File: config.mk
export PLATFORM = sky130hd
export DESIGN_NAME = disp_scan_ctrl
export DESIGN_NICKNAME = d
export VERILOG_FILES = /design/src/rtl/disp_scan_ctrl.sv
export SDC_FILE = /design/constraint.sdc
export NUM_CORES = 1
export LEC_CHECK = 0
export ABC_CLOCK_PERIOD_IN_PS = 2750
export BUFFER_PORTS_ARGS = -buffer_cell sky130_fd_sc_hd__buf_2
export CORE_ASPECT_RATIO = 0.7
export CORE_MARGIN = 2
export CORE_UTILIZATION = 54
export DETAILED_ROUTE_END_ITERATION = 8
export GPL_ROUTABILITY_DRIVEN = 0
export PLACE_DENSITY = 0.81
export SLEW_MARGIN = 20
export SYNTH_ARGS = -nofsm -noshare
export SYNTH_HDL_FRONTEND = slang
export SYNTH_SLANG_ARGS = --single-unit
File: constraint.sdc
create_clock -name clk -period 2.75 [get_ports clk]
set_input_delay 0 -clock clk [delete_from_list [all_inputs] [get_ports clk]]
set_output_delay 0 -clock clk [all_outputs]
set_load 0.005 [all_outputs]
File: src/rtl/disp_scan_ctrl.sv
// Scan controller for a 4-digit seven-segment display. It steps the digit select,
// drives the anodes with a blanking window, and commits new digits only at frame boundaries.
module disp_scan_ctrl #(
  parameter int SCAN_DIV = 50000,
  parameter int DEAD     = 2
) (
  input  logic        clk,
  input  logic        rst_n,
  input  logic        en,
  input  logic        upd,
  input  logic [15:0] data,
  input  logic [3:0]  blank,
  output logic [1:0]  s,
  output logic [3:0]  I0,
  output logic [3:0]  I1,
  output logic [3:0]  I2,
  output logic [3:0]  I3,
  output logic [3:0]  an,
  output logic        frame_done,
  output logic        upd_pending
);

  localparam int CW = $clog2(SCAN_DIV);
  localparam logic [CW-1:0] CNT_LAST = CW'(SCAN_DIV - 1);

  logic [CW-1:0] cnt;
  logic [15:0]   pend_data;
  logic          tick;
  logic          boundary;
  logic          in_dead;

  assign tick     = en && (cnt == CNT_LAST);
  assign boundary = tick && (s == 2'd3);

  // With no dead window the comparison would be constant, so drop it entirely.
  generate
    if (DEAD == 0) begin : g_no_dead
      assign in_dead = 1'b0;
    end else begin : g_dead
      localparam logic [CW-1:0] DEAD_C = CW'(DEAD);
      assign in_dead = (cnt < DEAD_C);
    end
  endgenerate

  always_ff @(posedge clk or negedge rst_n) begin
    if (!rst_n) begin
      cnt <= '0;
      s   <= 2'd0;
    end else if (!en || tick) begin
      cnt <= '0;
      if (tick) s <= s + 2'd1;
    end else begin
      cnt <= cnt + CW'(1);
    end
  end

  // An upd arriving on the boundary edge itself is committed directly.
  always_ff @(posedge clk or negedge rst_n) begin
    if (!rst_n) begin
      pend_data   <= 16'h0000;
      upd_pending <= 1'b0;
      frame_done  <= 1'b0;
      {I3, I2, I1, I0} <= 16'h0000;
    end else begin
      frame_done <= 1'b0;
      if (upd) pend_data <= data;
      if (boundary && (upd || upd_pending)) begin
        {I3, I2, I1, I0} <= upd ? data : pend_data;
        upd_pending      <= 1'b0;
        frame_done       <= 1'b1;
      end else if (upd) begin
        upd_pending <= 1'b1;
      end
    end
  end

  always_comb begin
    an = 4'b1111;
    if (en && !in_dead && !blank[s]) an = ~(4'b0001 << s);
  end

endmodule

Word level (Yosys, flattened, before mapping)
Index checks and enable logic that the tools add are counted.
Storage, ports and cells
  logic and storage cells: 37
  output and inout port bits: 24
  bits of input ports: 24
  bits in registers: 52
Operators by class
  shift operators: 1
  equality and inequality tests: 2
  bitwise logic cells: 1
  add/subtract/negate cells: 2
  multiplexer cells: 8
  order comparisons: 2
  reduce and logical (&&, ||, !) cells: 12
Operator list (number)
  $mux 16: 2
  $add 16x1->16 const B: 1
  $eq 16x16->1 const B: 1
  $lt 16x2->1 const B: 1
  $logic_and 1x1->1: 5
  $mux 1: 4
  $mux 4: 1
  $not 4->4: 1
  $shl 1x2->4 const A: 1
  $logic_not 1->1: 3
  $lt 2x3->1 const B: 1
  $add 2x1->2 const B: 1
  $bmux 1 s2: 1
  $eq 2x2->1 const B: 1
  $logic_or 1x1->1: 2
  $reduce_and 2->1: 1
  $reduce_bool 2->1: 1

Logic depth before layout (Yosys ltp)
Gate-level depths: netlist of the first run.
  depth in word-level cells: 5
  depth in mapped cells: 7
  gate-level depth less buffers: 5

Least setup slack after synthesis of the first run
No wires, ideal clock.
  path kind: register to register
  start: register cnt[11]
  end: register I0[0]
  path buffers: 1
  library setup time: 0.125 ns
  period minus slack after synthesis: 2.502 ns
  arrival time: 2.378 ns
  cell stages (with the launch flop): 6
  path slack: 0.248 ns
  required time: 2.625 ns
  cells stage by stage: dfrtp_1 -> or4_4 -> or4_4 -> nor4_4 -> buf_6 -> mux2_2
Between the ends
  word-level cells in the longest chain between the ends: 4
Ends and longest elaborated chain
  start: declaration: line 26  | logic [CW-1:0] cnt;
  start signal: assignment: line 53  | cnt <= cnt + CW'(1);
  $eq 16x16->1: line 32  | assign tick = en && (cnt == CNT_LAST);
  $logic_and 1x1->1: line 32
  $logic_and 1x1->1: line 33  | assign boundary = tick && (s == 2'd3);
  $logic_and 1x1->1: line 67  | if (boundary && (upd || upd_pending)) begin
  end signal: assignment: line 68  | {I3, I2, I1, I0} <= upd ? data : pend_data;
  end: declaration: line 14  | output logic [3:0] I0,
Every way passes these cells.
A chain may end at the register's enable or synchronous reset.

Worst setup path in the final report of the first run
  start: register cnt[11]
  end: register I1[2]
Between the ends
  word-level cells in the longest chain between the ends: 4
Ends and longest elaborated chain
  $eq 16x16->1: line 32
  $logic_and 1x1->1: line 32
  $logic_and 1x1->1: line 33
  $logic_and 1x1->1: line 67
  end signal: assignment: line 68
  end: declaration: line 15  | output logic [3:0] I1,
Every way passes these cells.

==> impl_metrics.py, run 1 <==
metrics = {
    "yosys": {
        "yosysMostFrequentCell": "dfrtp_1",
        "netlist_area_sq_um": 2270,
        "yosys_warnings": 0,
        "synth_area_leaders": "dfrtp_1, mux2_2, xnor2_1",
        "synth_top_area_share_pct": 57.3,
        "synth_edf_count": 0,
        "synth.net_count": 209,
        "synth_top_area_cell": "dfrtp_1",
        "synthCells": 180,
        "synthArstFlopShare_pct": 100,
        "synth_cell_types": 26,
        "syn_area_per_cell_sq_um": 12.6,
        "synth_common_cells": "dfrtp_1, mux2_2, nor2_1",
        "synth_seq_cells": 52,
        "ys_seq_area_share_pct": 57.3,
        "synthFlopType": "dfrtp_1",
    },
    "clocking": {
        "path_clk_slew_ns": 0.09,
        "cts-root-buf": "clkbuf_8",
        "numCtsBuffers": 5,
        "cts_tree": "done",
        "post_cts_buffers": 0,
        "ctsHoldBuffers": 18,
        "clkSinkCount": 52,
        "clockBufferDepth": 2,
        "ctsResizeCount": 0,
        "ctsHtreeMaxLevel": 2,
        "worstSkewPairLatency_ns": 0.30,
    },
    "floorplanning": {
        "start_util_pct": 57.2,
        "fp.dieW_microns": 81.5,
        "die_h_microns": 58.2,
        "die-area_sq_um": 4750,
        "pin_count": 48,
        "core_area_sq_um": 3970,
        "rows": 19,
    },
    "sta": {
        "worst_pin_slew_ns": 0.861,
        "setup_violations": 0,
        "fin_crit_ns": 2.50,
        "hold_violations": 0,
        "max_freq_mhz": 400,
        "holdWs_ns": 0.258,
        "finalCritPeriodShare_pct": 90.9,
        "slew_viol_final": 0,
        "skew_ns": 0.00363,
        "finalWorstSetupSlack_ns": 0.250,
        "maxSlewHeadroom_pct": 42.6,
        "rsz0062_at_grt": "false",
        "timing.setup.tns_ns": 0,
    },
    "routing": {
        "avgViaCountPerCell": 5.40,
        "wl_microns": 4440,
        "drtIter0Drc": 125,
        "drc": 0,
        "routedWlPerCell_microns": 14.6,
        "drt.antenna.violating_nets": 0,
        "dr.pass1.iters": 4,
        "vias": 1642,
    },
    "critical_path": {
        "required_ns": 2.94,
        "crit_path_start_kind": "flip-flop",
        "critical_path.max_fanout": 16,
        "endpoint_kind": "flip-flop",
        "crit_type": "flip-flop to flip-flop",
        "cp.arrival_ns": 2.69,
    },
    "place": {
        "hpwlAfterDp_microns": 3130,
        "pre_cts_slack_ns": 0.256,
        "numPortBuffers": 47,
        "dpl.cell_count": 278,
    },
    "min_path": {
        "hold_class": "primary input to flip-flop",
    },
    "global_route": {
        "grt_pass1_wl_microns": 7210,
        "grt_pass1_vias": 1505,
        "grt_antenna_before_repair": 0,
        "grt.overflow.total": 0,
        "grt.total_usage_pct": 20.5,
        "grt_start_max_net_pins": 41,
    },
    "layout": {
        "antennaDiodeCount": 0,
        "layout.nets": 280,
        "area_delta_synth_final_pct": 25.6,
        "final_cells": 304,
        "drive_above_1_share_pct": 38.5,
    },
    "pwr": {
        "ir_drop_v": 0.000381,
        "p_per_area_nw_per_um2": 474,
        "leakage_nw": 1.34,
    },
    "job": {
        "cap_violations": 0,
    },
    "run_status": {
        "status": "finished clean",
    },
}
-- cell families (layout without fill, tap and decap cells) --
group	after synthesis	count (layout)	share of synthesized area, %
buffers and inverters	11	83	2.15
multiplexers	34	34	17.4
AND/OR/NAND/NOR	58	58	13.7
flip-flops	52	52	57.3
AO/OA/AOI/OAI	7	7	1.71
XOR/XNOR	13	13	5.02
adder cells (fa/ha/maj)	5	5	2.76
-- power by group --
part | leakage (nW) | internal [mW] | switching, mW
clock network | 0.0445 | 0.205 | 0.233
registers | 0.680 | 0.791 | 0.0117
logic | 0.613 | 0.0616 | 0.0508
total | 1.34 | 1.06 | 0.296
-- placed cells by master, fill, tap and decap left out, types with 3 or more instances in the layout --
cell type      Yosys  layout
nand3_1            5       5
dfrtp_1           52      52
o21ai_0            3       3
nor2_1            17      17
nand4_1            3       3
nor3_1             4       4
nand2_1           12      12
or3_1              3       3
buf_4              0       5
nor4_1             7       7
inv_1              5       5
mux2_2            33      33
xnor2_1            9       9
buf_2              0      47
clkbuf_8           0       6
ha_1               5       5
xor2_1             4       4
dlygate4sd3_1      0      18
-- worst paths after layout --
check | startpoint | slack (ns) | cells past startpoint | to
max | cnt[11] | 0.25 | 5 | I1[2]
min | upd | 0.26 | 2 | pend_data[14]
max reg2reg | cnt[11] | 0.25 | 5 | I1[2]
min reg2reg | pend_data[14] | 0.50 | 1 | pend_data[14]
max in group asynchronous | rst_n | 1.71 | 3 | pend_data[6]
min in group asynchronous | rst_n | 0.34 | 2 | cnt[10]
-- metal layers --
layer  global-route usage, %  part of all wire [%]
met1                    32.3                    48
met5                       0                     0
met2                    27.4                    42
met3                    6.23                   8.3
met4                    6.05                   1.3
-- area by class of cell --
type	count	area, sq um
Inverter	5	18.8
Clock buffer	7	86.3
Fill cell	279	1120
Clock inverter	1	7.51
Multi-Input combinational cell	117	920
Sequential cell	52	1300
Tap cell	52	65.1
Timing Repair Buffer	70	453
-- state kept, by name, indices dropped and copies added, names as in the netlist --
signal	flops
I0	4
I1	4
I2	4
I3	4
cnt	16
frame_done	1
pend_data	16
s	2
upd_pending	1
-- worst max-delay path, stage by stage, from the launching register on --
cell	delay (ns)
dfrtp_1	0.42
or4_4	0.56
or4_4	0.47
nor4_4	0.28
buf_4	0.28
mux2_2	0.36
-- through the flow --
step	util, %	power [mW]	area (sq um)
2_1_floorplan	-	0.864	2270
6_report	71.8	1.35	2850
3_3_place_gp	64.9	0.909	2580
3_5_place_dp	64.9	0.913	2580
4_1_cts	71.8	1.36	2850
5_1_grt	71.8	1.42	2850
Power figures use the tool's default switching activity.
==> inputs of run 2 (changes only) <==
Settings changed: CORE_UTILIZATION 54 to 56, CTS_BUF_LIST set to sky130_fd_sc_hd__clkbuf_4 sky130_fd_sc_hd__clkbuf_8, CTS_CLUSTER_DIAMETER set to 40, PLACE_DENSITY 0.81 to 0.82.
==> impl_metrics.py, run 2 (synthesis gave the netlist of run 1 again) <==
metrics = {
    "layout": {
        "layout_common_cells": "dfrtp_1, buf_2, mux2_2",
        "antennaDiodeCount": 0,
        "drive_above_1_share_pct": 37.9,
        "reg_top3": "cnt: 16 flops, pend_data: 16 flops",
        "area_delta_synth_final_pct": 25.9,
        "n_fill_cell": 274,
        "ff_latch_area_sq_um": 1300,
        "layout.nets": 278,
        "final_cells": 300,
        "final_common_cell": "dfrtp_1",
        "multi_input_area_sq_um": 920,
    },
    "sta": {
        "maxSlewHeadroom_pct": 58.6,
        "worst_pin_slew_ns": 0.621,
        "rsz0062_at_grt": "false",
        "slew_viol_final": 0,
        "fin_crit_ns": 2.47,
        "hold_violations": 0,
        "timing.setup.tns_ns": 0,
        "skew_ns": 0.00854,
        "setup_violations": 0,
        "max_freq_mhz": 405,
        "finalCritPeriodShare_pct": 89.7,
    },
    "clocking": {
        "clkSinkCount": 52,
        "cts-root-buf": "clkbuf_8",
        "clockBufferDepth": 2,
        "numCtsBuffers": 5,
        "path_clk_slew_ns": 0.09,
        "cts_tree": "done",
        "post_cts_buffers": 0,
        "worstSkewPairLatency_ns": 0.30,
        "ctsHtreeMaxLevel": 2,
    },
    "pwr": {
        "switching_share_pct": 20.6,
        "seqPwrFrac_pct": 57.4,
        "leakage_nw": 1.34,
        "p_per_area_nw_per_um2": 490,
        "ir_drop_v": 0.000399,
        "p_comb_share_pct": 7.8,
        "clkPwrFrac_pct": 34.8,
        "p_int_mw": 1.11,
        "finalPower_mw": 1.40,
        "p_sw_uw": 288,
    },
    "run_status": {
        "status": "finished clean",
    },
    "floorplanning": {
        "core_area_sq_um": 3900,
        "die-area_sq_um": 4590,
        "pin_count": 48,
        "die_h_microns": 57.3,
        "fp.dieW_microns": 80.1,
        "start_util_pct": 58.2,
        "rows": 19,
    },
    "min_path": {
        "hold_class": "primary input to asynchronous set/reset pin",
    },
    "critical_path": {
        "crit_path_start_kind": "flip-flop",
        "critPathCapture": "I3[1]",
        "crit_start": "cnt[7]",
        "critical-path-max-stage-delay_ns": 0.54,
        "cpMostUsedCell": "or4_4",
        "cp.arrival_ns": 2.65,
        "critical_path.max_fanout": 16,
        "critPathSlowestCell": "or4_4",
        "rr_worst_depth": 5,
        "r2r-end": "I3[1]",
        "r2r_start": "cnt[7]",
        "worstPathCellList": "or4_4 > or4_4 > nor4_4 > buf_12 > mux2_2",
        "crit_type": "flip-flop to flip-flop",
        "endpoint_kind": "flip-flop",
        "required_ns": 2.93,
        "reg2reg_slack_ns": 0.28,
    },
    "routing": {
        "dr.pass1.iters": 4,
        "avgViaCountPerCell": 5.31,
        "drc": 0,
        "routedWlPerCell_microns": 14.8,
        "drtIter0Drc": 132,
        "vias": 1593,
        "wl_microns": 4430,
        "drt.antenna.violating_nets": 0,
    },
    "global_route": {
        "grt_pass1_wl_microns": 7450,
        "grt_antenna_before_repair": 0,
        "grt_pass1_vias": 1584,
        "grt.overflow.total": 0,
        "grt.total_usage_pct": 21.7,
        "grt_start_max_net_pins": 53,
    },
    "place": {
        "hpwlAfterDp_microns": 3010,
        "dpl.cell_count": 276,
        "numPortBuffers": 47,
    },
    "job": {
        "cap_violations": 0,
    },
}
## run 2: cell types whose count changed in the layout (fill, tap and decap cells not counted), sizes merged
cell,delta
clkbuf,-2
clkinvlp,-1
buf,-2
bufinv,+1
## run 2: cell type report
type	count	area share [%]
clock buffer	5	2.41
clock inverter	1	1.05
inverter	5	0.657
tap	52	2.28
multi-input combinational	117	32.2
sequential	52	45.6
timing repair buffer	68	15.9
## run 2: routing by layer
| layer | routed length (microns) | GRT usage [%] | vias to the layer above |
|---|---|---|---|
| li1 | - | - | 773 |
| met4 | 44 | 5.08 | 0 |
| met3 | 214 | 5.85 | 8 |
| met5 | 0 | 0 | - |
| met1 | 2030 | 29.8 | 766 |
| met2 | 2140 | 35.1 | 46 |
## run 2: what timing repair did
item                                   in CTS  in global routing
resized for setup                           0                  0
endpoints found under the hold margin      69                  0
hold buffers                               18                  0
## run 2: critical path, delay by kind of cell (launching register included)
family | cells | cell delay (ns)
AND/OR/NAND/NOR | 3 | 1.35
flip-flops | 1 | 0.44
multiplexers | 1 | 0.37
buffers and inverters | 1 | 0.20
## run 2: stage by stage
step                hold WS [ns]  setup slack [ns]  util, %  cell area [sq um]
finish                     0.260             0.284     73.3               2860
CTS                        0.267             0.305     73.2               2850
detailed placement         0.253             0.318     66.0               2570
floorplan                 -0.296             0.248        -               2270
global placement           0.251             0.352     66.0               2570
global route               0.262             0.205     73.3               2860
## run 2: worst min path at each step
stage / depth (start not counted) / slack (ns) / end / from
4_1_cts: 2 / 0.27 / pend_data[5] / upd
3_3_place_gp: 2 / 0.25 / pend_data[0] / data[0]
3_5_place_dp: 2 / 0.25 / pend_data[14] / data[14]
2_1_floorplan: 0 / -0.30 / I0[0] / rst_n
5_1_grt: 2 / 0.26 / pend_data[8] / upd
6_report: 2 / 0.26 / pend_data[9] / rst_n
## run 2: power groups by stage
stage,registers (mW),clock network (mW),logic [mW]
floorplan,0.815,0,0.0485
global placement,0.817,0,0.0875
detailed placement,0.819,0,0.0909
CTS,0.804,0.494,0.111
global route,0.807,0.538,0.124
finish,0.804,0.488,0.109
